===== src/rtl/stopwatch_ctrl.sv =====
// Stopwatch controller: RUN/STOP/CLEAR FSM, 100 Hz divider and cascaded
// centisecond/second/minute/hour counters with a display mux for the FND path.
module stopwatch_ctrl #(
    parameter int TICK_COUNT = 1_000_000,
    parameter int MSEC_MAX   = 100,
    parameter int SEC_MAX    = 60,
    parameter int MIN_MAX    = 60,
    parameter int HOUR_MAX   = 24
) (
    input  logic       clk,
    input  logic       reset,
    input  logic       i_btn_run,
    input  logic       i_btn_clear,
    input  logic       i_sw_mode,
    output logic [6:0] o_msec,
    output logic [5:0] o_sec,
    output logic [5:0] o_min,
    output logic [4:0] o_hour,
    output logic [6:0] o_bcd_low,
    output logic [5:0] o_bcd_high,
    output logic       o_running
);

    localparam int DIV_W = (TICK_COUNT > 1) ? $clog2(TICK_COUNT) : 1;
    localparam logic [DIV_W-1:0] DIV_LAST = DIV_W'(TICK_COUNT - 1);
    localparam logic [6:0] MSEC_LAST = 7'(MSEC_MAX - 1);
    localparam logic [5:0] SEC_LAST  = 6'(SEC_MAX - 1);
    localparam logic [5:0] MIN_LAST  = 6'(MIN_MAX - 1);
    localparam logic [4:0] HOUR_LAST = 5'(HOUR_MAX - 1);

    typedef enum logic [1:0] {
        ST_STOP  = 2'd0,
        ST_RUN   = 2'd1,
        ST_CLEAR = 2'd2
    } state_t;

    state_t state_reg, state_next;

    logic [DIV_W-1:0] div_reg, div_next;
    logic [6:0] msec_reg, msec_next;
    logic [5:0] sec_reg, sec_next;
    logic [5:0] min_reg, min_next;
    logic [4:0] hour_reg, hour_next;

    // Bit 0 is the run button, bit 1 the clear button.
    logic [1:0] btn_in;
    logic [1:0] btn_pulse;
    logic       run_pulse;
    logic       clear_pulse;
    logic       tick;

    assign btn_in = {i_btn_clear, i_btn_run};

    genvar gi;
    generate
        for (gi = 0; gi < 2; gi++) begin : g_edge
            logic btn_d_reg;
            always_ff @(posedge clk or posedge reset) begin
                if (reset) btn_d_reg <= 1'b0;
                else       btn_d_reg <= btn_in[gi];
            end
            assign btn_pulse[gi] = btn_in[gi] & ~btn_d_reg;
        end
    endgenerate

    assign run_pulse   = btn_pulse[0];
    assign clear_pulse = btn_pulse[1];
    assign tick        = (state_reg == ST_RUN) && (div_reg == DIV_LAST);

    always_ff @(posedge clk or posedge reset) begin
        if (reset) state_reg <= ST_STOP;
        else       state_reg <= state_next;
    end

    always_comb begin
        state_next = state_reg;
        case (state_reg)
            ST_STOP: begin
                if (clear_pulse)    state_next = ST_CLEAR;
                else if (run_pulse) state_next = ST_RUN;
            end
            ST_RUN:   if (run_pulse) state_next = ST_STOP;
            ST_CLEAR: state_next = ST_STOP;
            default:  state_next = ST_STOP;
        endcase
    end

    always_comb begin
        o_running  = (state_reg == ST_RUN);
        o_bcd_low  = i_sw_mode ? {1'b0, min_reg}  : msec_reg;
        o_bcd_high = i_sw_mode ? {1'b0, hour_reg} : sec_reg;
    end

    // Divider only moves in RUN, so a pause keeps the partial tick.
    always_comb begin
        div_next  = div_reg;
        msec_next = msec_reg;
        sec_next  = sec_reg;
        min_next  = min_reg;
        hour_next = hour_reg;
        if (state_reg == ST_CLEAR) begin
            div_next  = '0;
            msec_next = '0;
            sec_next  = '0;
            min_next  = '0;
            hour_next = '0;
        end else if (state_reg == ST_RUN) begin
            if (!tick) begin
                div_next = div_reg + 1'b1;
            end else begin
                div_next = '0;
                if (msec_reg != MSEC_LAST) begin
                    msec_next = msec_reg + 7'd1;
                end else begin
                    msec_next = '0;
                    if (sec_reg != SEC_LAST) begin
                        sec_next = sec_reg + 6'd1;
                    end else begin
                        sec_next = '0;
                        if (min_reg != MIN_LAST) begin
                            min_next = min_reg + 6'd1;
                        end else begin
                            min_next  = '0;
                            hour_next = (hour_reg != HOUR_LAST) ? hour_reg + 5'd1 : 5'd0;
                        end
                    end
                end
            end
        end
    end

    always_ff @(posedge clk or posedge reset) begin
        if (reset) begin
            div_reg  <= '0;
            msec_reg <= '0;
            sec_reg  <= '0;
            min_reg  <= '0;
            hour_reg <= '0;
        end else begin
            div_reg  <= div_next;
            msec_reg <= msec_next;
            sec_reg  <= sec_next;
            min_reg  <= min_next;
            hour_reg <= hour_next;
        end
    end

    assign o_msec = msec_reg;
    assign o_sec  = sec_reg;
    assign o_min  = min_reg;
    assign o_hour = hour_reg;

endmodule


===== config.mk =====
export PLATFORM = sky130hd
export DESIGN_NAME = stopwatch_ctrl
export DESIGN_NICKNAME = d
export VERILOG_FILES = /design/src/rtl/stopwatch_ctrl.sv
export SDC_FILE = /design/constraint.sdc
export NUM_CORES = 1
export LEC_CHECK = 0
export ABC_AREA = 0
export CAP_MARGIN = 5
export CORE_MARGIN = 2
export CORE_UTILIZATION = 35
export DETAILED_ROUTE_END_ITERATION = 8
export GPL_ROUTABILITY_DRIVEN = 1
export PLACE_DENSITY = 0.63
export SLEW_MARGIN = 20
export SYNTH_ARGS = -nofsm -noshare
export SYNTH_HDL_FRONTEND = slang
export SYNTH_SLANG_ARGS = --single-unit

===== constraint.sdc =====
create_clock -name clk -period 3.43 [get_ports clk]
set_clock_uncertainty 0.1 [all_clocks]
set_input_delay 0.343 -clock clk [delete_from_list [all_inputs] [get_ports clk]]
set_output_delay 0.343 -clock clk [all_outputs]
set_load 0.01 [all_outputs]

Word-level counts from Yosys, hierarchy flattened

Cells that the tools add are included.

$add $sub $neg: 5
Equality and inequality tests: 12
Multiplexer cells: 31
Bitwise gates (word level): 4
Reduce and logical (&&, ||, !) cells: 9

Operator list:

| kind                                                                   | count |
|---|---|
| 6-bit 2-to-1 mux                                                       | 12 |
| 20-bit 2-to-1 mux                                                      | 3 |
| 5-bit 2-to-1 mux                                                       | 7 |
| 7-bit 2-to-1 mux                                                       | 5 |
| 20-bit by 1-bit adder with 20-bit output (second input constant)       | 1 |
| 20-bit equality test (second input constant)                           | 1 |
| 6-bit by 1-bit adder with 6-bit output (second input constant)         | 2 |
| 6-bit != test (second input constant)                                  | 2 |
| 7-bit by 1-bit adder with 7-bit output (second input constant)         | 1 |
| 7-bit != test (second input constant)                                  | 1 |
| 2-bit 2-to-1 mux                                                       | 3 |
| 2-bit != test (second input constant)                                  | 3 |
| 5-bit by 1-bit adder with 5-bit output (second input constant)         | 1 |
| 5-bit != test (second input constant)                                  | 1 |
| 5-bit AND reduction                                                    | 1 |
| 2-bit one-hot mux with 2 select lines                                  | 1 |
| 2-bit AND reduction                                                    | 2 |
| 4-bit AND reduction                                                    | 1 |
| 2-bit nonzero test                                                     | 2 |
| 3-bit != test (second input constant)                                  | 1 |
| 3-bit AND reduction                                                    | 1 |
| 1-bit bitwise AND                                                      | 2 |
| 2-bit by 1-bit equality test with 1-bit output (second input constant) | 1 |
| 2-bit equality test (second input constant)                            | 1 |
| other kinds (4)                                                        | 5 |

Register bits after elaboration: 48
Input port bits: 5

Logic depth before layout (Yosys ltp)

Gate-level depths: netlist of run 1.

Depth in word-level cells: 8
Mapped depth: 8

Least setup slack after synthesis of run 1

OpenSTA, ideal clock, no wires.

Path kind: reg2reg
Start: register msec_reg[0], in the netlist o_msec[0]
End: register hour_reg[0], in the netlist o_hour[0]
Library setup time: 125 ps
Arrival time: 2226 ps
Data required time: 3205 ps
Path slack: 980 ps
Cell stages (with the launch flop): 7
Buffers on the path: 0
Clock period less this slack: 2450 ps
Cell sequence: dfrtp_1 > ha_1 > or4bb_1 > nor4_4 > nand2_1 > a21oi_2 > mux2_2

Cells in the longest elaborated chain, start to end: 3

RTL lines:

| item                                 | line | RTL |
|---|---|---|
| start, declared                      | 40   | `logic [6:0] msec_reg, msec_next;` |
| start signal, assigned               | 141  | `msec_reg <= msec_next;` |
| 7-bit != test                        | 112  | `if (msec_reg != MSEC_LAST) begin` |
| 2-bit != test (no source line)       | --   |  |
| 5-bit AND reduction (no source line) | --   |  |
| end signal, assigned                 | 144  | `hour_reg <= hour_next;` |
| end, declared                        | 43   | `logic [4:0] hour_reg, hour_next;` |

Every way passes these cells.
A chain may end at the register's enable or synchronous reset.

Final worst setup path of run 1

Same ends and word-level chain as after synthesis.

==> run summary, run 1 <==
RSZ-0062 raised after global routing: false
critical path required time: 3.53 ns
Hold-fix buffers, CTS: 0
first-pass GRT wire length: 12,200 um
# IOs: 43
core region area: 8180 um2
Final GP Congestion: 0.873
Critical Path Start Type: flop
drt first-iter violations: 67
PnR Total Power: 0.00183 W
DR DRC count: 0
CTS max path bufs: 2
Die H: 95.7 um
Fmax: 380 MHz
cts repair resizes: 0
post-route minimum period: 2.63 ns
via count: 2,559
setup TNS: 0 ns
utilization after layout: 0.443
Largest stage delay, worst path: 0.61 ns
TritonCTS clock tree: built
layout cells sized above 1: 0.116
Syn Nets: 329
dominant cell type by area after synthesis: dfrtp_1
largest net degree at the start of global routing: 49
Combinational Power Share: 0.399
Worst-Skew Late Latency: 0.31 ns
status: completed
post-synth top area share: 0.408
total grt overflow: 0
die area: 9170 um2
Starting Density: 0.360
Reg2Reg Setup Slack: 0.80 ns
Final period util: 0.768
Crit Path Max Fanout: 7
WL per Instance: 15.1 um
CTS Root Buffer Type: clkbuf_8
Synth Cell Area: 2950 um2
Net Sw Power: 0.000706 W
main combinational cell family by area after synthesis: simple AND/OR/NAND/NOR gates
VDD IR max: 0.342 mV
nature of the critical path endpoint: flop
Worst Hold Class: in -> async
FF-to-FF End: o_hour[0]$_DFFE_PP0P_
fraction of synthesized area in multiplexers: 0.0599
HPWL Detailed: 5010 um
Leakage Power: 1.51 nW
final WL: 7060 um
gr usage total: 0.170
die width: 95.7 um
CP Class: reg -> reg
FF-to-FF path depth: 6
EDFF count, synth: 0
post-synthesis xor/xnor area fraction: 0.0416
count of final max-slew check failures: 0
headroom to the max-slew limit: 0.439
max reg flops: 20
DR pass1 iterations: 4
ANT nets after route: 0
ANT cells: 0
Vias/cell: 5.47
Compound-Gate Fraction of Synth Area: 0.144
nets: 375
register area share after synthesis: 0.408
Clk network pwr share: 0.223
Critical Path, Cell by Cell: ha_1 -> or4bb_1 -> nor4_4 -> nand2_1 -> a21oi_2 -> mux2_2
simple-gate share of the synthesized area: 0.280
CP arrival: 2.74 ns
Internal Power: 0.00113 W
Yosys warnings: 0
Port Buffer Count: 42
Sw Share: 0.385
initial antenna violation count: 0
Area growth, synth to finish: 23.1%
CTS sink count: 48
synth top area cells: dfrtp_1 (41%), mux2_2 (5.0%), nand3_1 (4.4%), nand2_1 (3.6%), nor2_1 (3.6%)
worst slew pin tran: 0.841 ns
Syn Area/Cell: 9.32 um2
H-tree Lvls: 2
Synth Area in Adders: 0.0340
Pwr Density: 506 nW/um2
endpoints failing hold: 0
Clock transition at path regs: 0.09 ns
final setup fails: 0
register share of total power: 0.378
Top FF cell, synth: dfrtp_1
Rows: 33
Post CTS Setup Buffer Count: 0
FFs w/ async S/R, synth: 1.00
max-cap check violation count: 0
CP max-delay cell: or4bb_1
#FFs+latches synth: 48
synth unique cells: 54
vias in the first global route: 2,539
Synth Instances: 316
TritonCTS Buffers: 5
FF-to-FF Start: o_msec[0]$_DFFE_PP0P_
[kinds of logic after synthesis]
| family | after synthesis |
|---|---|
| buffers and inverters | 25 |
| AND/OR/NAND/NOR | 144 |
| flip-flops | 48 |
| XOR/XNOR | 14 |
| multiplexers | 16 |
| AO/OA/AOI/OAI | 61 |
| adder cells (fa/ha/maj) | 8 |
[power groups by stage]
stage | logic [W] | clock network, W | registers [W]
global route | 0.000828 | 0.000441 | 0.000707
detailed placement | 0.000735 | 0 | 0.000704
floorplan | 0.000476 | 0 | 0.000699
global placement | 0.000728 | 0 | 0.000701
CTS | 0.000736 | 0.000422 | 0.000693
finish | 0.000732 | 0.000409 | 0.000693
[cell usage after synthesis (2+ instances only)]
| library cell | n |
|---|---|
| or4_1 | 4 |
| clkbuf_1 | 8 |
| a31oi_1 | 7 |
| a311o_1 | 2 |
| xor2_1 | 11 |
| xnor2_1 | 3 |
| mux2_2 | 13 |
| nor4_1 | 3 |
| a21oi_1 | 4 |
| buf_2 | 3 |
| and4_1 | 2 |
| nand2_1 | 28 |
| nand4b_1 | 4 |
| o41ai_1 | 2 |
| inv_1 | 11 |
| mux2i_1 | 3 |
| o22ai_1 | 2 |
| nand4_1 | 4 |
| nand3_1 | 26 |
| nand2b_1 | 4 |
| and3_1 | 10 |
| ha_1 | 8 |
| dfrtp_1 | 48 |
| a21oi_2 | 2 |
| nor2b_1 | 9 |
| nor2_1 | 28 |
| o21ai_0 | 19 |
| a41o_1 | 3 |
| clkinv_1 | 2 |
| and2_1 | 2 |
| o2bb2ai_1 | 4 |
| nor4_4 | 3 |
| o31ai_1 | 3 |
| o211ai_1 | 4 |
| nor3_1 | 8 |
[cell type report]
class,count,area [um2]
Fill cell,791,4550
Multi-Input combinational cell,243,1650
Sequential cell,48,1200
Timing Repair Buffer,51,488
Tap cell,105,131
Clock buffer,6,72.6
Inverter,13,50.0
Clock inverter,2,35.0
[stage by stage]
step                      instance area, um2  hold slack [ns]  worst slack, ns  cells
after floorplan                         2950            0.274            0.980    316
after global placement                  3520            0.410            0.863    460
after global routing                    3620            0.411            0.587    468
final                                   3620            0.376            0.797    468
after CTS                               3620            0.390            0.771    468
after detailed placement                3520            0.422            0.781    460
[metal layers]
layer,routed length (um),track usage
met5,0,0
met4,160,0.0679
met3,329,0.0321
met2,3350,0.270
met1,3230,0.227
[layout by cell type (no fill, tap or decap), drive strengths merged, types with 3 or more instances in the layout]
master,count
nor3,9
or4,4
nor2b,9
nand2b,4
mux2i,3
xor2,11
and3,10
inv,10
buf,9
clkinv,4
mux2,13
nor2,28
nand2,28
nand4b,4
nand3,27
o31ai,3
o21ai,19
and2,3
xnor2,3
ha,8
o2bb2ai,4
nand4,4
a21oi,6
a41o,3
clkbuf,6
o211ai,4
a31oi,7
clkdlybuf4s50,42
dfrtp,48
nor4,6
[critical path: cells and delay by family, from the launching register on]
family | cells | cell delay, ns
compound gates | 1 | 0.22
fa+ha+maj | 1 | 0.25
flops | 1 | 0.45
mux | 1 | 0.35
simple gates | 3 | 1.16
[worst max path at each step]
stage / from / end / cells past startpoint
after floorplan: o_msec[0]$_DFFE_PP0P_ / o_hour[0]$_DFFE_PP0P_ / 6
after global placement: i_sw_mode / o_bcd_low[0] / 3
after detailed placement: o_msec[0]$_DFFE_PP0P_ / o_hour[0]$_DFFE_PP0P_ / 6
after CTS: o_msec[0]$_DFFE_PP0P_ / o_hour[0]$_DFFE_PP0P_ / 6
after global routing: o_msec[0]$_DFFE_PP0P_ / o_sec[4]$_DFFE_PP0P_ / 6
final: o_msec[0]$_DFFE_PP0P_ / o_hour[0]$_DFFE_PP0P_ / 6
Power figures use the tool's default switching activity.
==> run 2: changes to the inputs <==
--- a/config.mk
+++ b/config.mk
@@ -11,7 +11,7 @@
 export CORE_UTILIZATION = 35
 export DETAILED_ROUTE_END_ITERATION = 8
 export GPL_ROUTABILITY_DRIVEN = 1
-export PLACE_DENSITY = 0.63
+export PLACE_DENSITY = 0.65
 export SLEW_MARGIN = 20
 export SYNTH_ARGS = -nofsm -noshare
 export SYNTH_HDL_FRONTEND = slang
==> constraint.sdc (replaced) <==
create_clock -name clk -period 2.3 [get_ports clk]
set_clock_uncertainty 0.1 [all_clocks]
set_input_delay 0.23 -clock clk [delete_from_list [all_inputs] [get_ports clk]]
set_output_delay 0.23 -clock clk [all_outputs]
set_load 0.01 [all_outputs]
==> run summary, run 2 (same netlist as run 1, synthesis figures left out) <==
drt first-iter violations: 171 (was 67)
Combinational Power Share: 0.443 (was 0.399)
Critical Path Start Type: flop (unchanged)
Crit Path Max Fanout: 6 (was 7)
Clk network pwr share: 0.197 (was 0.223)
CTS Root Buffer Type: clkbuf_8 (unchanged)
HPWL Detailed: 5790 um (was 5010 um)
gr usage total: 0.181 (was 0.170)
first-pass GRT wire length: 13,200 um (was 12,200 um)
layout cells sized above 1: 0.221 (was 0.116)
Hold-fix buffers, CTS: 0 (unchanged)
Rows: 33 (unchanged)
final hold slack: 0.161 ns (was 0.376 ns)
final instance area: 3970 um2 (was 3620 um2)
TritonCTS Buffers: 5 (unchanged)
final std cells w/o fill: 507 (was 468)
die width: 95.7 um (unchanged)
commonest non-fill, non-tap cell in the layout: dfrtp_1 (unchanged)
Port Buffer Count: 42 (unchanged)
Leakage Power: 1.72 nW (was 1.51 nW)
# IOs: 43 (unchanged)
CP Class: reg -> reg (unchanged)
Setup crit end: o_sec[4]$_DFFE_PP0P_ (was o_hour[0]$_DFFE_PP0P_)
register share of total power: 0.360 (was 0.378)
Critical Path, Cell by Cell: or4b_4 -> nor4_4 -> buf_4 -> and2_4 -> o21ai_0 -> a311o_1 (was ha_1 -> or4bb_1 -> nor4_4 -> nand2_1 -> a21oi_2 -> mux2_2)
TritonCTS clock tree: built (unchanged)
Starting Density: 0.360 (unchanged)
via count: 2,739 (was 2,559)
Setup crit start: div_reg[10]$_DFFE_PP0P_ (was o_msec[0]$_DFFE_PP0P_)
placed cell area: 3840 um2 (was 3520 um2)
nets: 414 (was 375)
headroom to the max-slew limit: 0.682 (was 0.439)
CP top delay family: simple AND/OR/NAND/NOR gates (unchanged)
vias in the first global route: 2,742 (was 2,539)
Sw Share: 0.389 (was 0.385)
Pwr Density: 711 nW/um2 (was 506 nW/um2)
post-route minimum period: 2.24 ns (was 2.63 ns)
Placed Instances: 498 (was 460)
CP max-delay cell: or4b_4 (was or4bb_1)
CP Depth: 6 (unchanged)
max-cap check violation count: 0 (unchanged)
Final GP Congestion: 0.893 (was 0.873)
ANT cells: 0 (unchanged)
Final WS setup: 0.0612 ns (was 0.797 ns)
Die H: 95.7 um (unchanged)
Clock transition at path regs: 0.09 ns (about the same)
Fmax: 447 MHz (was 380 MHz)
core region area: 8180 um2 (unchanged)
CP arrival: 2.33 ns (was 2.74 ns)
Net Sw Power: 0.00110 W (was 0.000706 W)
nature of the critical path endpoint: flop (unchanged)
endpoints failing hold: 0 (unchanged)
die area: 9170 um2 (unchanged)
status: completed (unchanged)
initial antenna violation count: 0 (unchanged)
Reg2Reg Setup Slack: 0.06 ns (was 0.80 ns)
FF-to-FF End: o_sec[4]$_DFFE_PP0P_ (was o_hour[0]$_DFFE_PP0P_)
Place WS: 0.0162 ns (was 0.781 ns)
final WL: 7790 um (was 7060 um)
Internal Power: 0.00173 W (was 0.00113 W)
VDD IR max: 0.423 mV (was 0.342 mV)
WL per Instance: 15.4 um (was 15.1 um)
Area growth, synth to finish: 34.8% (was 23.1%)
final setup fails: 0 (unchanged)
ANT nets after route: 0 (unchanged)
Final period util: 0.973 (was 0.768)
H-tree Lvls: 2 (unchanged)
Worst-Skew Late Latency: 0.30 ns (was 0.31 ns)
Worst Hold Class: in -> async (unchanged)
Bufs and invs on worst path: 1 (was 0)
Vias/cell: 5.40 (was 5.47)
FF-to-FF path depth: 6 (unchanged)
count of final max-slew check failures: 0 (unchanged)
CTS max path bufs: 2 (unchanged)
setup TNS: 0 ns (unchanged)
DR pass1 iterations: 4 (unchanged)
most frequent cells in the layout: dfrtp_1 (47), buf_4 (45), clkdlybuf4s50_1 (42) (was dfrtp_1 (48), clkdlybuf4s50_1 (42), nand2_1 (28), nor2_1 (28), nand3_1 (26))
worst slew pin tran: 0.471 ns (was 0.841 ns)
CTS sink count: 48 (unchanged)
largest net degree at the start of global routing: 29 (was 49)
max reg flops: 20 (unchanged)
critical path required time: 2.39 ns (was 3.53 ns)
DR DRC count: 0 (unchanged)
FF-to-FF Start: div_reg[10]$_DFFE_PP0P_ (was o_msec[0]$_DFFE_PP0P_)
Largest stage delay, worst path: 0.60 ns (was 0.61 ns)
total grt overflow: 0 (unchanged)
[run 2: changes by cell type in the layout (fill, tap and decap cells not counted), moves of 2 or more]
cell      delta
buf_4       +36
nor4_1       -2
buf_12       +2
clkbuf_8     +2
clkinv_2     -2
nor4_2       +2
[run 2: final cells by class]
type	count	area, um2
Multi-Input combinational cell	243	1680
Tap cell	105	131
Sequential cell	48	1200
Fill cell	768	4200
Clock buffer	8	100
Inverter	13	48.8
Timing Repair Buffer	90	810
[run 2: power groups by stage]
stage               clock (W)  combinational, W  sequential (W)
finish               0.000556           0.00125         0.00102
global route         0.000612           0.00139         0.00103
CTS                  0.000577           0.00123         0.00102
detailed placement          0           0.00122         0.00103
global placement            0           0.00121         0.00103
floorplan                   0          0.000711         0.00104
[run 2: worst register-to-register path, cell delays in order (launching register included)]
cell	delay, ns
dfrtp_1	0.38
or4b_4	0.60
nor4_4	0.26
buf_4	0.18
and2_4	0.17
o21ai_0	0.09
a311o_1	0.35
[run 2: per-stage QoR]
stage	util	total power, W
3_5_place_dp	0.469	0.00225
6_report	0.486	0.00282
2_1_floorplan	-	0.00176
4_1_cts	0.481	0.00282
5_1_grt	0.486	0.00303
3_3_place_gp	0.469	0.00224
[run 2: worst min-delay path by stage]
stage,from,endpoint,slack (ns)
2_1_floorplan,i_btn_run,g_edge[0].btn_d_reg$_DFF_PP0_,0.16
4_1_cts,reset,div_reg[15]$_DFFE_PP0P_,0.17
3_3_place_gp,g_edge[1].btn_d_reg$_DFF_PP0_,state_reg[1]$_DFFE_PP0P_,0.42
3_5_place_dp,g_edge[1].btn_d_reg$_DFF_PP0_,state_reg[1]$_DFFE_PP0P_,0.43
5_1_grt,reset,div_reg[15]$_DFFE_PP0P_,0.21
6_report,reset,div_reg[0]$_DFFE_PP0P_,0.16
[run 2: metal layers]
layer / part of all wire / vias to the layer above / wire length [um] / GRT usage
met5: 0 / - / 0 / 0
met4: 0.0087 / 0 / 68 / 0.0500
met3: 0.045 / 6 / 350 / 0.0274
met2: 0.49 / 68 / 3850 / 0.298
met1: 0.45 / 1325 / 3520 / 0.249
li1: - / 1340 / - / -
[run 2: what timing repair did]
action	CTS	global route
endpoints found under the setup margin	0	10
endpoints found under the hold margin	0	0
resized for setup	0	5
buffers inserted	0	1
